--- src/rtl/aibcr3_dcc_ctrl_fsm.sv ---
// ---------------------------------------------------------------------------
// aibcr3_dcc_ctrl_fsm
//
// Duty-cycle-correction loop controller. Synchronizes the phase detector
// t_up/t_down outputs, majority-votes them over fixed sample windows and
// steps the DCC code up or down with saturation. After LOCK_TOGGLES
// consecutive direction reversals the loop declares lock and freezes the code.
//
// Ports
//   CLK       in   controller clock
//   RSTb      in   asynchronous reset, active low
//   dcc_en    in   loop enable (level); rising edge restarts the loop
//   t_up      in   phase detector "up", asynchronous to CLK
//   t_down    in   phase detector "down", asynchronous to CLK
//   dcc_code  out  correction code to the delay line
//   dcc_lock  out  loop locked, code frozen
//   dcc_busy  out  loop iterating (not IDLE, not LOCKED)
//   dcc_sat   out  last requested step was clipped at 0 or full scale
//
// Iteration: SETTLE (SETTLE_CYC) -> SAMPLE (2**WIN_LOG2) -> UPDATE (1).
// FF_DELAY is a simulation-only output delay parameter retained for interface
// compatibility; the registers here carry no delay.
// ---------------------------------------------------------------------------
module aibcr3_dcc_ctrl_fsm #(
    parameter int CODE_W       = 5,
    parameter int CODE_INIT    = 16,
    parameter int WIN_LOG2     = 4,
    parameter int SETTLE_CYC   = 8,
    parameter int LOCK_TOGGLES = 4,
    parameter int FF_DELAY     = 20
) (
    input  logic              CLK,
    input  logic              RSTb,
    input  logic              dcc_en,
    input  logic              t_up,
    input  logic              t_down,
    output logic [CODE_W-1:0] dcc_code,
    output logic              dcc_lock,
    output logic              dcc_busy,
    output logic              dcc_sat
);

    localparam logic [2:0] ST_IDLE   = 3'd0;
    localparam logic [2:0] ST_SETTLE = 3'd1;
    localparam logic [2:0] ST_SAMPLE = 3'd2;
    localparam logic [2:0] ST_UPDATE = 3'd3;
    localparam logic [2:0] ST_LOCKED = 3'd4;

    localparam int WIN_N = 2 ** WIN_LOG2;
    localparam int CNT_W = WIN_LOG2 + 1;
    localparam int SET_W = (SETTLE_CYC > 1) ? $clog2(SETTLE_CYC) : 1;
    localparam int TOG_W = $clog2(LOCK_TOGGLES + 1);

    localparam logic [CODE_W-1:0] CODE_MAX   = {CODE_W{1'b1}};
    localparam logic [CODE_W-1:0] CODE_RST   = CODE_W'(CODE_INIT);
    localparam logic [CNT_W-1:0]  HALF_WIN   = CNT_W'(WIN_N / 2);
    localparam logic [SET_W-1:0]  SETTLE_END = SET_W'(SETTLE_CYC - 1);
    localparam logic [TOG_W-1:0]  TOG_LOCK   = TOG_W'(LOCK_TOGGLES);

    // Elaboration-time guard on parameter ranges.
    if (SETTLE_CYC < 3 || FF_DELAY < 0 || CODE_INIT >= 2 ** CODE_W) begin : g_bad_param
        $error("aibcr3_dcc_ctrl_fsm: illegal parameter value");
    end

    logic [2:0]          state_q, state_d;
    logic [CODE_W-1:0]   code_q, code_d;
    logic                sat_q, sat_d;
    logic                en_prev_q, en_prev_d;
    logic                up_s1_q, up_s2_q, dn_s1_q, dn_s2_q;
    logic [SET_W-1:0]    settle_cnt_q, settle_cnt_d;
    logic [WIN_LOG2-1:0] win_cnt_q, win_cnt_d;
    logic [CNT_W-1:0]    up_cnt_q, up_cnt_d;
    logic [CNT_W-1:0]    dn_cnt_q, dn_cnt_d;
    logic [TOG_W-1:0]    toggle_cnt_q, toggle_cnt_d;
    logic                last_vld_q, last_vld_d;
    logic                last_up_q, last_up_d;

    logic                smp_valid;
    logic                step_up, step_dn;
    logic [TOG_W-1:0]    toggle_nx;

    // A sample counts only when the detector gives a clear direction.
    assign smp_valid = up_s2_q ^ dn_s2_q;
    assign step_up   = up_cnt_q > HALF_WIN;
    assign step_dn   = dn_cnt_q > HALF_WIN;

    always_comb begin
        state_d      = state_q;
        code_d       = code_q;
        sat_d        = sat_q;
        en_prev_d    = dcc_en;
        settle_cnt_d = settle_cnt_q;
        win_cnt_d    = win_cnt_q;
        up_cnt_d     = up_cnt_q;
        dn_cnt_d     = dn_cnt_q;
        toggle_cnt_d = toggle_cnt_q;
        last_vld_d   = last_vld_q;
        last_up_d    = last_up_q;
        toggle_nx    = toggle_cnt_q;

        if (!dcc_en) begin
            // Disable wins from any state; code and sat are held.
            state_d      = ST_IDLE;
            settle_cnt_d = '0;
            win_cnt_d    = '0;
            up_cnt_d     = '0;
            dn_cnt_d     = '0;
            toggle_cnt_d = '0;
            last_vld_d   = 1'b0;
        end else begin
            case (state_q)
                ST_IDLE: begin
                    if (!en_prev_q) begin
                        state_d      = ST_SETTLE;
                        code_d       = CODE_RST;
                        sat_d        = 1'b0;
                        settle_cnt_d = '0;
                        toggle_cnt_d = '0;
                        last_vld_d   = 1'b0;
                    end
                end
                ST_SETTLE: begin
                    if (settle_cnt_q == SETTLE_END) begin
                        state_d      = ST_SAMPLE;
                        settle_cnt_d = '0;
                        win_cnt_d    = '0;
                        up_cnt_d     = '0;
                        dn_cnt_d     = '0;
                    end else begin
                        settle_cnt_d = settle_cnt_q + 1'b1;
                    end
                end
                ST_SAMPLE: begin
                    if (smp_valid && up_s2_q) up_cnt_d = up_cnt_q + 1'b1;
                    if (smp_valid && dn_s2_q) dn_cnt_d = dn_cnt_q + 1'b1;
                    win_cnt_d = win_cnt_q + 1'b1;
                    if (win_cnt_q == {WIN_LOG2{1'b1}}) state_d = ST_UPDATE;
                end
                ST_UPDATE: begin
                    if (step_up) begin
                        if (code_q == CODE_MAX) sat_d = 1'b1;
                        else begin
                            code_d = code_q + 1'b1;
                            sat_d  = 1'b0;
                        end
                    end else if (step_dn) begin
                        if (code_q == '0) sat_d = 1'b1;
                        else begin
                            code_d = code_q - 1'b1;
                            sat_d  = 1'b0;
                        end
                    end
                    // Reversal tracking; a first decision only seeds last_dir.
                    if (step_up || step_dn) begin
                        if (last_vld_q && (last_up_q != step_up)) toggle_nx = toggle_cnt_q + 1'b1;
                        else if (last_vld_q)                      toggle_nx = '0;
                        last_vld_d = 1'b1;
                        last_up_d  = step_up;
                    end
                    toggle_cnt_d = toggle_nx;
                    settle_cnt_d = '0;
                    state_d      = (toggle_nx == TOG_LOCK) ? ST_LOCKED : ST_SETTLE;
                end
                ST_LOCKED: state_d = ST_LOCKED;
                default:   state_d = ST_IDLE;
            endcase
        end
    end

    always_ff @(posedge CLK or negedge RSTb) begin
        if (!RSTb) begin
            state_q      <= ST_IDLE;
            code_q       <= CODE_RST;
            sat_q        <= 1'b0;
            en_prev_q    <= 1'b0;
            up_s1_q      <= 1'b0;
            up_s2_q      <= 1'b0;
            dn_s1_q      <= 1'b0;
            dn_s2_q      <= 1'b0;
            settle_cnt_q <= '0;
            win_cnt_q    <= '0;
            up_cnt_q     <= '0;
            dn_cnt_q     <= '0;
            toggle_cnt_q <= '0;
            last_vld_q   <= 1'b0;
            last_up_q    <= 1'b0;
        end else begin
            state_q      <= state_d;
            code_q       <= code_d;
            sat_q        <= sat_d;
            en_prev_q    <= en_prev_d;
            up_s1_q      <= t_up;
            up_s2_q      <= up_s1_q;
            dn_s1_q      <= t_down;
            dn_s2_q      <= dn_s1_q;
            settle_cnt_q <= settle_cnt_d;
            win_cnt_q    <= win_cnt_d;
            up_cnt_q     <= up_cnt_d;
            dn_cnt_q     <= dn_cnt_d;
            toggle_cnt_q <= toggle_cnt_d;
            last_vld_q   <= last_vld_d;
            last_up_q    <= last_up_d;
        end
    end

    assign dcc_code = code_q;
    assign dcc_sat  = sat_q;
    assign dcc_lock = (state_q == ST_LOCKED);
    assign dcc_busy = (state_q != ST_IDLE) && (state_q != ST_LOCKED);

endmodule
--- config.mk ---
export PLATFORM = sky130hd
export DESIGN_NAME = aibcr3_dcc_ctrl_fsm
export DESIGN_NICKNAME = d
export VERILOG_FILES = /design/src/rtl/aibcr3_dcc_ctrl_fsm.sv
export SDC_FILE = /design/constraint.sdc
export NUM_CORES = 1
export LEC_CHECK = 0
export ABC_AREA = 0
export CAP_MARGIN = 10
export CELL_PAD_IN_SITES_DETAIL_PLACEMENT = 1
export CELL_PAD_IN_SITES_GLOBAL_PLACEMENT = 1
export CORE_ASPECT_RATIO = 2
export CORE_UTILIZATION = 40
export DETAILED_ROUTE_END_ITERATION = 7
export GPL_ROUTABILITY_DRIVEN = 0
export HOLD_SLACK_MARGIN = 0.02
export MAX_ROUTING_LAYER = met4
export PLACE_DENSITY = 0.79
export SYNTH_ARGS = -nofsm -noshare
export SYNTH_HDL_FRONTEND = slang
export SYNTH_SLANG_ARGS = --single-unit
export TNS_END_PERCENT = 1
--- constraint.sdc ---
create_clock -name CLK -period 2.4 [get_ports CLK]
set_input_delay 0.48 -clock CLK [delete_from_list [all_inputs] [get_ports CLK]]
set_output_delay 0.48 -clock CLK [all_outputs]
set_load 0.005 [all_outputs]
==> flow_summary.toml, run 1 <==
[synth]
ys_top_cells_by_area = "dfrtp_1, ha_1, nor2_1"
synth_top_area_frac = 0.4310
avgSynthCellArea_um2 = 9.722
synth-main-ff-cell = "dfrtp_1"
syn_inst = 209
yosys.area.top_type = "dfrtp_1"
synth_edf_count = 0
ys_seq_elements = 36
synth_nets = 226
yosysMostFrequentCell = "dfrtp_1"
yosysWarnings = 0
synth.yosys.seq_area_share = 0.4440
synthArstFlopShare = 1.000
synth_cell_types = 51
syn_area_mm2 = 0.002032
ys_top_cells_by_count = "dfrtp_1, nor2_1, nand2_1"

[route]
drc = 0
viasPerCell = 5.623
vias = 1625
wl_um = 4922
dr.pass1.iters = 4
postRouteAntennaNets = 0
avgRoutedWirePerCell_um = 17.03
drt-initial-drc-count = 16

[global_route]
overflow = 0
grt_pass1_wl_um = 8169
grt_pass1_vias = 1704
grt_max_degree = 37
grt_util_met2 = 0.3817
busiest_layer = "met2"
grt.total_usage = 0.2174
met1_usage = 0.2276
grt_use_met3 = 0.03392
grt_antenna_before_repair = 0

[power_and_ir_drop]
power_leakage_nw = 1.058
powerDensity_mw_per_mm2 = 503.1
power_w = 0.001178
ir_worst_vdd_mv = 0.3852

[timing]
tns_ns = 0
max_slew.worst_pin.slew_ns = 0.8293
fin_crit_sh = 0.9610
report.final.slew_viol_count = 0
rsz0062_at_grt = "true"
fin_crit_ns = 2.306
relSlewSlack = 0.4472
layout_setup_ws_ns = 0.09365
setup_viol = 0
fin_skew_ns = 0.008650
fmax_ghz = 0.4336
hold_viol = 0
hold-worst-slack_ns = 0.2685

[setup_path]
crit_buf_inv = 1
critPathCaptureType = "primary output"
required_ns = 1.92
critPathTopFamily = "buffers and inverters"
crit_chain = "or2_2, nor2_1, clkdlybuf4s50_1"
slowest_delay_ns = 0.53
arrival_ns = 1.83
setup.worst_path.class = "flip-flop to primary output"
ff2ff_setup_slack_ns = 0.17
crit_path_top_delay_cell = "clkdlybuf4s50_1"
cp_max_fo = 12
cp-start-kind = "flip-flop"

[clock_network]
cts_buffer_depth = 2
cts_tree = "built"
cts.reportedPaths.clkPinSlew_ns = 0.08
clk-insertion-delay-late_ns = 0.30
cts_buffers = 5
cts_sinks = 36
htreeDepth = 2
cts_root_buf = "clkbuf_8"

[die]
fp.dieW_um = 52.40
initial_core_util = 0.4177
row_count = 36
ios = 13
die_area_mm2 = 0.005386
die_y_um = 102.8
core_mm2 = 0.004865

[layout]
n_antenna_cell = 0
stdcell_count = 289
multi_input_area_mm2 = 0.001064
n_fill_cell = 583
area_growth_pct = 15.21
register_area_um2 = 902.1
drive_gt1_frac = 0.1250
nNetsFinal = 248

[min_path]
min_path_type = "input pin to asynchronous set/reset pin"

[place]
post-place-ws_ns = 0.1455
dp_cells = 281
port_buffers = 12
dp_hpwl_um = 3746

[flow_run]
drv_cap = 0

[run_status]
run_status = "complete, no violations"
[final timing paths]
| path | from | depth (start not counted) | to |
|---|---|---|---|
| max | state_q[0] | 3 | dcc_lock |
| min | RSTb | 1 | win_cnt_q[1] |
| max reg2reg | up_cnt_q[0] | 11 | dcc_code[4] |
| min reg2reg | dn_s1_q | 0 | dn_s2_q |
| max in group asynchronous | RSTb | 1 | toggle_cnt_q[1] |
| min in group CLK | dn_s1_q | 0 | dn_s2_q |
[kinds of logic (layout without fill, tap and decap cells)]
logic type	Yosys count	count (layout)	synth area share
simple gates	80	80	0.2020
compound gates	49	49	0.1718
flops	36	36	0.4440
buf+inv	17	40	0.03632
fa+ha+maj	12	12	0.07759
xor+xnor	10	10	0.04311
mux	5	5	0.02525
[cell type report]
| type | count | share of cell area |
|---|---|---|
| multi-input combinational | 156 | 0.4543 |
| timing repair buffer | 19 | 0.07162 |
| tap | 57 | 0.03046 |
| clock inverter | 3 | 0.008017 |
| inverter | 13 | 0.02084 |
| sequential | 36 | 0.3854 |
| clock buffer | 5 | 0.02940 |
[where the power goes]
part / internal, W / switching (W)
registers: 0.000619 / 0.0000160
clock network: 0.000202 / 0.000236
logic: 0.0000441 / 0.0000607
[worst reg2reg max path: cells and delay by family (launching register included)]
family	cells	cell delay, ns
flip-flops	1	0.37
XOR/XNOR	1	0.18
AND/OR/NAND/NOR	1	0.08
buffers and inverters	2	0.17
AO/OA/AOI/OAI	5	0.76
adder cells (fa/ha/maj)	2	0.60
[placed cells by master (no fill, tap or decap), drive strengths merged, types with 2 or more instances in the layout]
| cell type | instances |
|---|---|
| nor2b | 7 |
| clkdlybuf4s50 | 11 |
| clkbuf | 5 |
| inv | 13 |
| xnor2 | 3 |
| nor3 | 4 |
| buf | 8 |
| clkinv | 3 |
| o21ai | 17 |
| nand3 | 9 |
| a21oi | 7 |
| nand2 | 18 |
| a21o | 5 |
| nand4 | 5 |
| ha | 11 |
| mux2i | 4 |
| and2 | 4 |
| a22o | 3 |
| a31oi | 2 |
| dfrtp | 35 |
| nor2 | 19 |
| o21a | 2 |
| or4 | 2 |
| a21boi | 4 |
| xor2 | 7 |
| nand2b | 6 |
[stage by stage]
step	area (um^2)	utilization
after floorplan	2032	-
after global placement	2246	0.4617
after detailed placement	2246	0.4617
after CTS	2333	0.4797
after global routing	2341	0.4812
final	2341	0.4812
[sequential cells by signal, summed over array words and instances (netlist names), 3 cells and up]
| register | flops |
|---|---|
| dcc_code | 5 |
| dn_cnt_q | 5 |
| up_cnt_q | 5 |
| win_cnt_q | 4 |
| settle_cnt_q | 3 |
| state_q | 3 |
| toggle_cnt_q | 3 |
[timing repair]
item	CTS	global route
gates resized for setup	0	2
buffers inserted	0	0
endpoints found under the setup margin	0	2
hold buffers	0	0
[metal layers]
layer	wire length, um	share of wire
met1	1857	0.38
met2	2805	0.57
met3	116	0.024
met4	143	0.029
met5	0	0
No activity file was read; power rests on OpenSTA's default activity.
==> run 2, diff against run 1 <==
--- a/config.mk
+++ b/config.mk
@@ -9,7 +9,6 @@
 export CAP_MARGIN = 10
 export CELL_PAD_IN_SITES_DETAIL_PLACEMENT = 1
 export CELL_PAD_IN_SITES_GLOBAL_PLACEMENT = 1
-export CORE_ASPECT_RATIO = 2
 export CORE_UTILIZATION = 40
 export DETAILED_ROUTE_END_ITERATION = 7
 export GPL_ROUTABILITY_DRIVEN = 0
==> constraint.sdc (replaced) <==
create_clock -name CLK -period 2.9 [get_ports CLK]
set_input_delay 0.58 -clock CLK [delete_from_list [all_inputs] [get_ports CLK]]
set_output_delay 0.58 -clock CLK [all_outputs]
set_load 0.005 [all_outputs]
==> run 2 against run 1 <==
Die area shrank 0.31%. Power down 18%. Worst hold slack gained 0.081 ns. Combinational power down 23%. Wire length shrank 5.9%. Flip-flop and latch count is the same. Clock power is 19% lower.
==> flow_summary.toml, run 2 (synthesis results as in run 1) <==
[run_status]
run_status = "complete, no violations"

[power_and_ir_drop]
clockPowerShare = 0.370
pwr-share-comb = 0.084
sw_frac_of_total = 0.2603
power_leakage_nw = 1.032
ir_worst_vdd_mv = 0.2356
powerDensity_mw_per_mm2 = 416.9
seqPwrFrac = 0.545
internal_power_w = 0.0007119
switchingPower_w = 0.0002506

[global_route]
grt.total_usage = 0.2031
grt_pass1_wl_um = 7859
grt_max_degree = 37
overflow = 0
grt_antenna_before_repair = 0
grt_pass1_vias = 1650

[timing]
max_slew.worst_pin.slew_ns = 0.8097
report.final.slew_viol_count = 0
tns_ns = 0
hold_viol = 0
fin_skew_ns = 0.006789
fmax_ghz = 0.4103
fin_crit_sh = 0.8404
relSlewSlack = 0.4602
fin_crit_ns = 2.437
setup_viol = 0
layout_setup_ws_ns = 0.4629
rsz0062_at_grt = "false"

[route]
vias = 1591
postRouteAntennaNets = 0
viasPerCell = 5.412
drt-initial-drc-count = 61
drc = 0
wl_um = 4632
avgRoutedWirePerCell_um = 15.76
dr.pass1.iters = 4

[clock_network]
htreeDepth = 2
cts_setup_buffers = 0
cts_resized = 0
cts.reportedPaths.clkPinSlew_ns = 0.08
cts_root_buf = "clkbuf_8"
ctsHoldBuffers = 0
cts_buffer_depth = 2
cts_sinks = 36
cts_tree = "built"
cts_buffers = 5
clk-insertion-delay-late_ns = 0.29

[die]
initial_core_util = 0.4218
ios = 13
core_mm2 = 0.004817
die_area_mm2 = 0.005369
fp.dieW_um = 73.28
row_count = 25
die_y_um = 73.28

[layout]
register_area_um2 = 902.1
area_growth_pct = 13.61
multi_input_area_mm2 = 0.001056
nNetsFinal = 243
n_antenna_cell = 0
layout_commonest_cell = "dfrtp_1"
final_cell_mix = "dfrtp_1, nor2_1, nand2_1, inv_1"
n_fill_cell = 577
drive_gt1_frac = 0.09692

[setup_path]
cp-start-kind = "flip-flop"
arrival_ns = 2.65
required_ns = 3.11
setup.worst_path.class = "flip-flop to flip-flop"
cp_max_fo = 12
critPathCaptureType = "flip-flop"

[min_path]
min_path_type = "flip-flop to flip-flop"

[place]
post-place-ws_ns = 0.4878
port_buffers = 12
dp_hpwl_um = 3413

[flow_run]
drv_cap = 0
==> run 2: cell count changes in the layout (fill, tap and decap cells not counted) <==
cell     previous run  this run
a21oi_1             4         6
a21oi_2             3         1
buf_4               7         2
==> run 2: cell type report <==
class                      instances  share of cell area
clock buffer                       5             0.02981
tap                               67             0.03631
multi-input combinational        156              0.4575
sequential                        36              0.3908
clock inverter                     3            0.008130
inverter                          13             0.02114
timing repair buffer              14             0.05637
==> run 2: per-layer routing <==
| layer | routed length (um) | vias up | track usage |
|---|---|---|---|
| met5 | 0 | - | - |
| met4 | 92 | 0 | 0.07625 |
| met3 | 111 | 12 | 0.04252 |
| met2 | 2372 | 19 | 0.3313 |
| met1 | 2055 | 792 | 0.2476 |
| li1 | - | 768 | - |
==> run 2: power by group through the flow <==
stage,Clock [W],Combinational [W],Sequential (W)
6_report,0.000356,0.0000812,0.000525
3_3_place_gp,0,0.0000793,0.000535
5_1_grt,0.000385,0.0000922,0.000527
2_1_floorplan,0,0.0000556,0.000527
3_5_place_dp,0,0.0000824,0.000535
4_1_cts,0.000368,0.0000827,0.000525
==> run 2: worst paths after layout <==
| kind | startpoint | end | slack, ns | depth (start not counted) |
|---|---|---|---|---|
| max | up_cnt_q[0] | dcc_code[4] | 0.46 | 11 |
| max in group asynchronous | RSTb | state_q[1] | 2.01 | 1 |
| min in group asynchronous | RSTb | dcc_code[3] | 0.38 | 1 |
| min | up_s1_q | up_s2_q | 0.35 | 0 |
| max reg2reg | up_cnt_q[0] | dcc_code[4] | 0.46 | 11 |
| min reg2reg | up_s1_q | up_s2_q | 0.35 | 0 |
==> run 2: stage by stage <==
stage	hold WS [ns]	std cells	utilization	area (um^2)	total power (W)
4_1_cts	0.3542	294	0.4792	2308	0.0009757
5_1_grt	0.3582	294	0.4792	2308	0.001004
3_5_place_dp	0.3365	286	0.4610	2221	0.0006173
3_3_place_gp	0.3322	286	0.4610	2221	0.0006138
6_report	0.3495	294	0.4792	2308	0.0009625
2_1_floorplan	0.2844	209	-	2032	0.0005827
==> run 2: worst max-delay path: stages, from the launching register on <==
cell,delay [ns]
dfrtp_1,0.38
inv_1,0.09
ha_1,0.21
nand2b_1,0.07
a21o_1,0.18
inv_2,0.14
fa_1,0.42
a21o_1,0.20
a21oi_1,0.17
xnor2_1,0.22
o21ai_2,0.10
a32oi_2,0.19
==> run 3, diff against run 2 <==
--- a/config.mk
+++ b/config.mk
@@ -14,7 +14,7 @@
 export GPL_ROUTABILITY_DRIVEN = 0
 export HOLD_SLACK_MARGIN = 0.02
 export MAX_ROUTING_LAYER = met4
-export PLACE_DENSITY = 0.79
+export PLACE_DENSITY = 0.82
 export SYNTH_ARGS = -nofsm -noshare
 export SYNTH_HDL_FRONTEND = slang
 export SYNTH_SLANG_ARGS = --single-unit
==> constraint.sdc (replaced) <==
create_clock -name CLK -period 2.2 [get_ports CLK]
set_input_delay 0.44 -clock CLK [delete_from_list [all_inputs] [get_ports CLK]]
set_output_delay 0.44 -clock CLK [all_outputs]
set_load 0.005 [all_outputs]
==> run 3 against run 2 <==
Flip-flop and latch count stayed put. Clock power up 27%. Largest cell class unchanged. Critical endpoint unchanged. Maximum frequency up 11%.
==> flow_summary.toml, run 3 (synthesis results as in run 1) <==
[run_status]
run_status = "complete, no violations"

[die]
fp.dieW_um = 73.28
ios = 13
die_y_um = 73.28
core_mm2 = 0.004817
die_area_mm2 = 0.005369
initial_core_util = 0.4218
row_count = 25

[timing]
fin_crit_ns = 2.198
hold_viol = 0
fmax_ghz = 0.4550
report.final.slew_viol_count = 0
fin_crit_sh = 0.9990
hold-worst-slack_ns = 0.2379
rsz0062_at_grt = "true"
relSlewSlack = 0.4472
tns_ns = 0
setup_viol = 0
fin_skew_ns = 0.005142
max_slew.worst_pin.slew_ns = 0.8292

[route]
vias = 1688
avgRoutedWirePerCell_um = 17.37
dr.pass1.iters = 4
wl_um = 5384
viasPerCell = 5.445
postRouteAntennaNets = 0
drc = 0
drt-initial-drc-count = 58

[global_route]
overflow = 0
grt_pass1_wl_um = 8569
busiest_layer = "met2"
grt_max_degree = 37
grt_util_met2 = 0.3621
grt_use_met3 = 0.05624
met1_usage = 0.2618
grt_antenna_before_repair = 0
grt.total_usage = 0.2235
grt_pass1_vias = 1782

[layout]
nNetsFinal = 260
n_antenna_cell = 0
area_growth_pct = 22.91
n_fill_cell = 573
fin_util = 0.5184
final_cell_mix = "dfrtp_1, nand2_1, nor2_1, buf_4, o21ai_0"
design_area_mm2 = 0.002497
layout_commonest_cell = "dfrtp_1"
stdcell_count = 310
drive_gt1_frac = 0.2016

[clock_network]
cts_buffer_depth = 2
clk-insertion-delay-late_ns = 0.30
cts_sinks = 36
cts.reportedPaths.clkPinSlew_ns = 0.07
cts_tree = "built"
cts_buffers = 5
ctsHoldBuffers = 0
htreeDepth = 2
cts_root_buf = "clkbuf_8"

[power_and_ir_drop]
sw_frac_of_total = 0.2561
pwr-share-comb = 0.107
ir_worst_vdd_mv = 0.3575
seqPwrFrac = 0.538
power_leakage_nw = 1.133
clockPowerShare = 0.355
internal_power_w = 0.0009471
powerDensity_mw_per_mm2 = 509.8
switchingPower_w = 0.0003260

[setup_path]
arrival_ns = 2.42
crit_start = "up_cnt_q[0]"
r2r_cells = 11
timing.rr.start = "up_cnt_q[0]"
required_ns = 2.42
cp_max_fo = 4
r2r-end = "dcc_code[4]"
cp-start-kind = "flip-flop"
setup.worst_path.class = "flip-flop to flip-flop"
ff2ff_setup_slack_ns = 0.002
critPathCaptureType = "flip-flop"
endpoint = "dcc_code[4]"

[place]
dp_cells = 297
placed_area_mm2 = 0.002303
dp_hpwl_um = 3673
port_buffers = 12

[flow_run]
drv_cap = 0

[min_path]
min_path_type = "input pin to asynchronous set/reset pin"
==> run 3: worst max-delay path: stages, from the launching register on <==
cell and delay (ns):
dfrtp_1 0.38, inv_2 0.08, ha_4 0.16, nand2b_1 0.06, a21o_1 0.14, inv_2 0.09
fa_2 0.38, a21o_1 0.19, a21oi_2 0.19, xnor2_2 0.16, o21ai_2 0.10, a32oi_2 0.18
==> run 3: timing repair <==
| item | CTS | global route |
|---|---|---|
| pin swaps | 2 | 9 |
| gates resized for setup | 4 | 13 |
| buffers inserted | 2 | 4 |
| setup endpoints to repair | 2 | 10 |
==> run 3: area by class of cell <==
cell class / count / area [um^2] / share of cell area
multi-input combinational: 156 / 1116 / 0.4469
sequential: 36 / 903.4 / 0.3617
timing repair buffer: 31 / 267.8 / 0.1072
inverter: 13 / 48.80 / 0.01954
clock inverter: 1 / 5.005 / 0.002004
clock buffer: 6 / 72.57 / 0.02906
tap: 67 / 83.83 / 0.03357
==> run 3: worst min-delay path by stage <==
stage             from           end  slack, ns  cells after the start
2_1_floorplan     RSTb   dcc_code[0]       0.14                      0
3_3_place_gp   up_s1_q       up_s2_q       0.33                      0
3_5_place_dp   dn_s1_q       dn_s2_q       0.34                      0
4_1_cts           RSTb  win_cnt_q[2]       0.26                      1
5_1_grt           RSTb   up_cnt_q[2]       0.30                      1
6_report          RSTb   up_cnt_q[2]       0.24                      1
==> run 3: power groups by stage <==
stage / Combinational (W) / Sequential, W / Clock (W)
after global routing: 0.000151 / 0.000687 / 0.000493
after detailed placement: 0.000120 / 0.000704 / 0
after CTS: 0.000135 / 0.000685 / 0.000466
final: 0.000137 / 0.000685 / 0.000452
after floorplan: 0.0000733 / 0.000695 / 0
after global placement: 0.000115 / 0.000704 / 0
==> run 3: per-layer routing <==
layer / wire length, um / share of wire / up-vias
met5: 0 / 0 / -
met1: 2313 / 0.43 / 854
li1: - / - / 798
met4: 130 / 0.024 / 0
met3: 136 / 0.025 / 11
met2: 2804 / 0.52 / 25
==> run 3: per-stage QoR <==
stage	setup WS, ns	total power (W)
after detailed placement	-0.05665	0.0008247
final	0.002159	0.001273
after global placement	0.08940	0.0008193
after CTS	0.02165	0.001286
after global routing	-0.1101	0.001330
after floorplan	0.09752	0.0007681
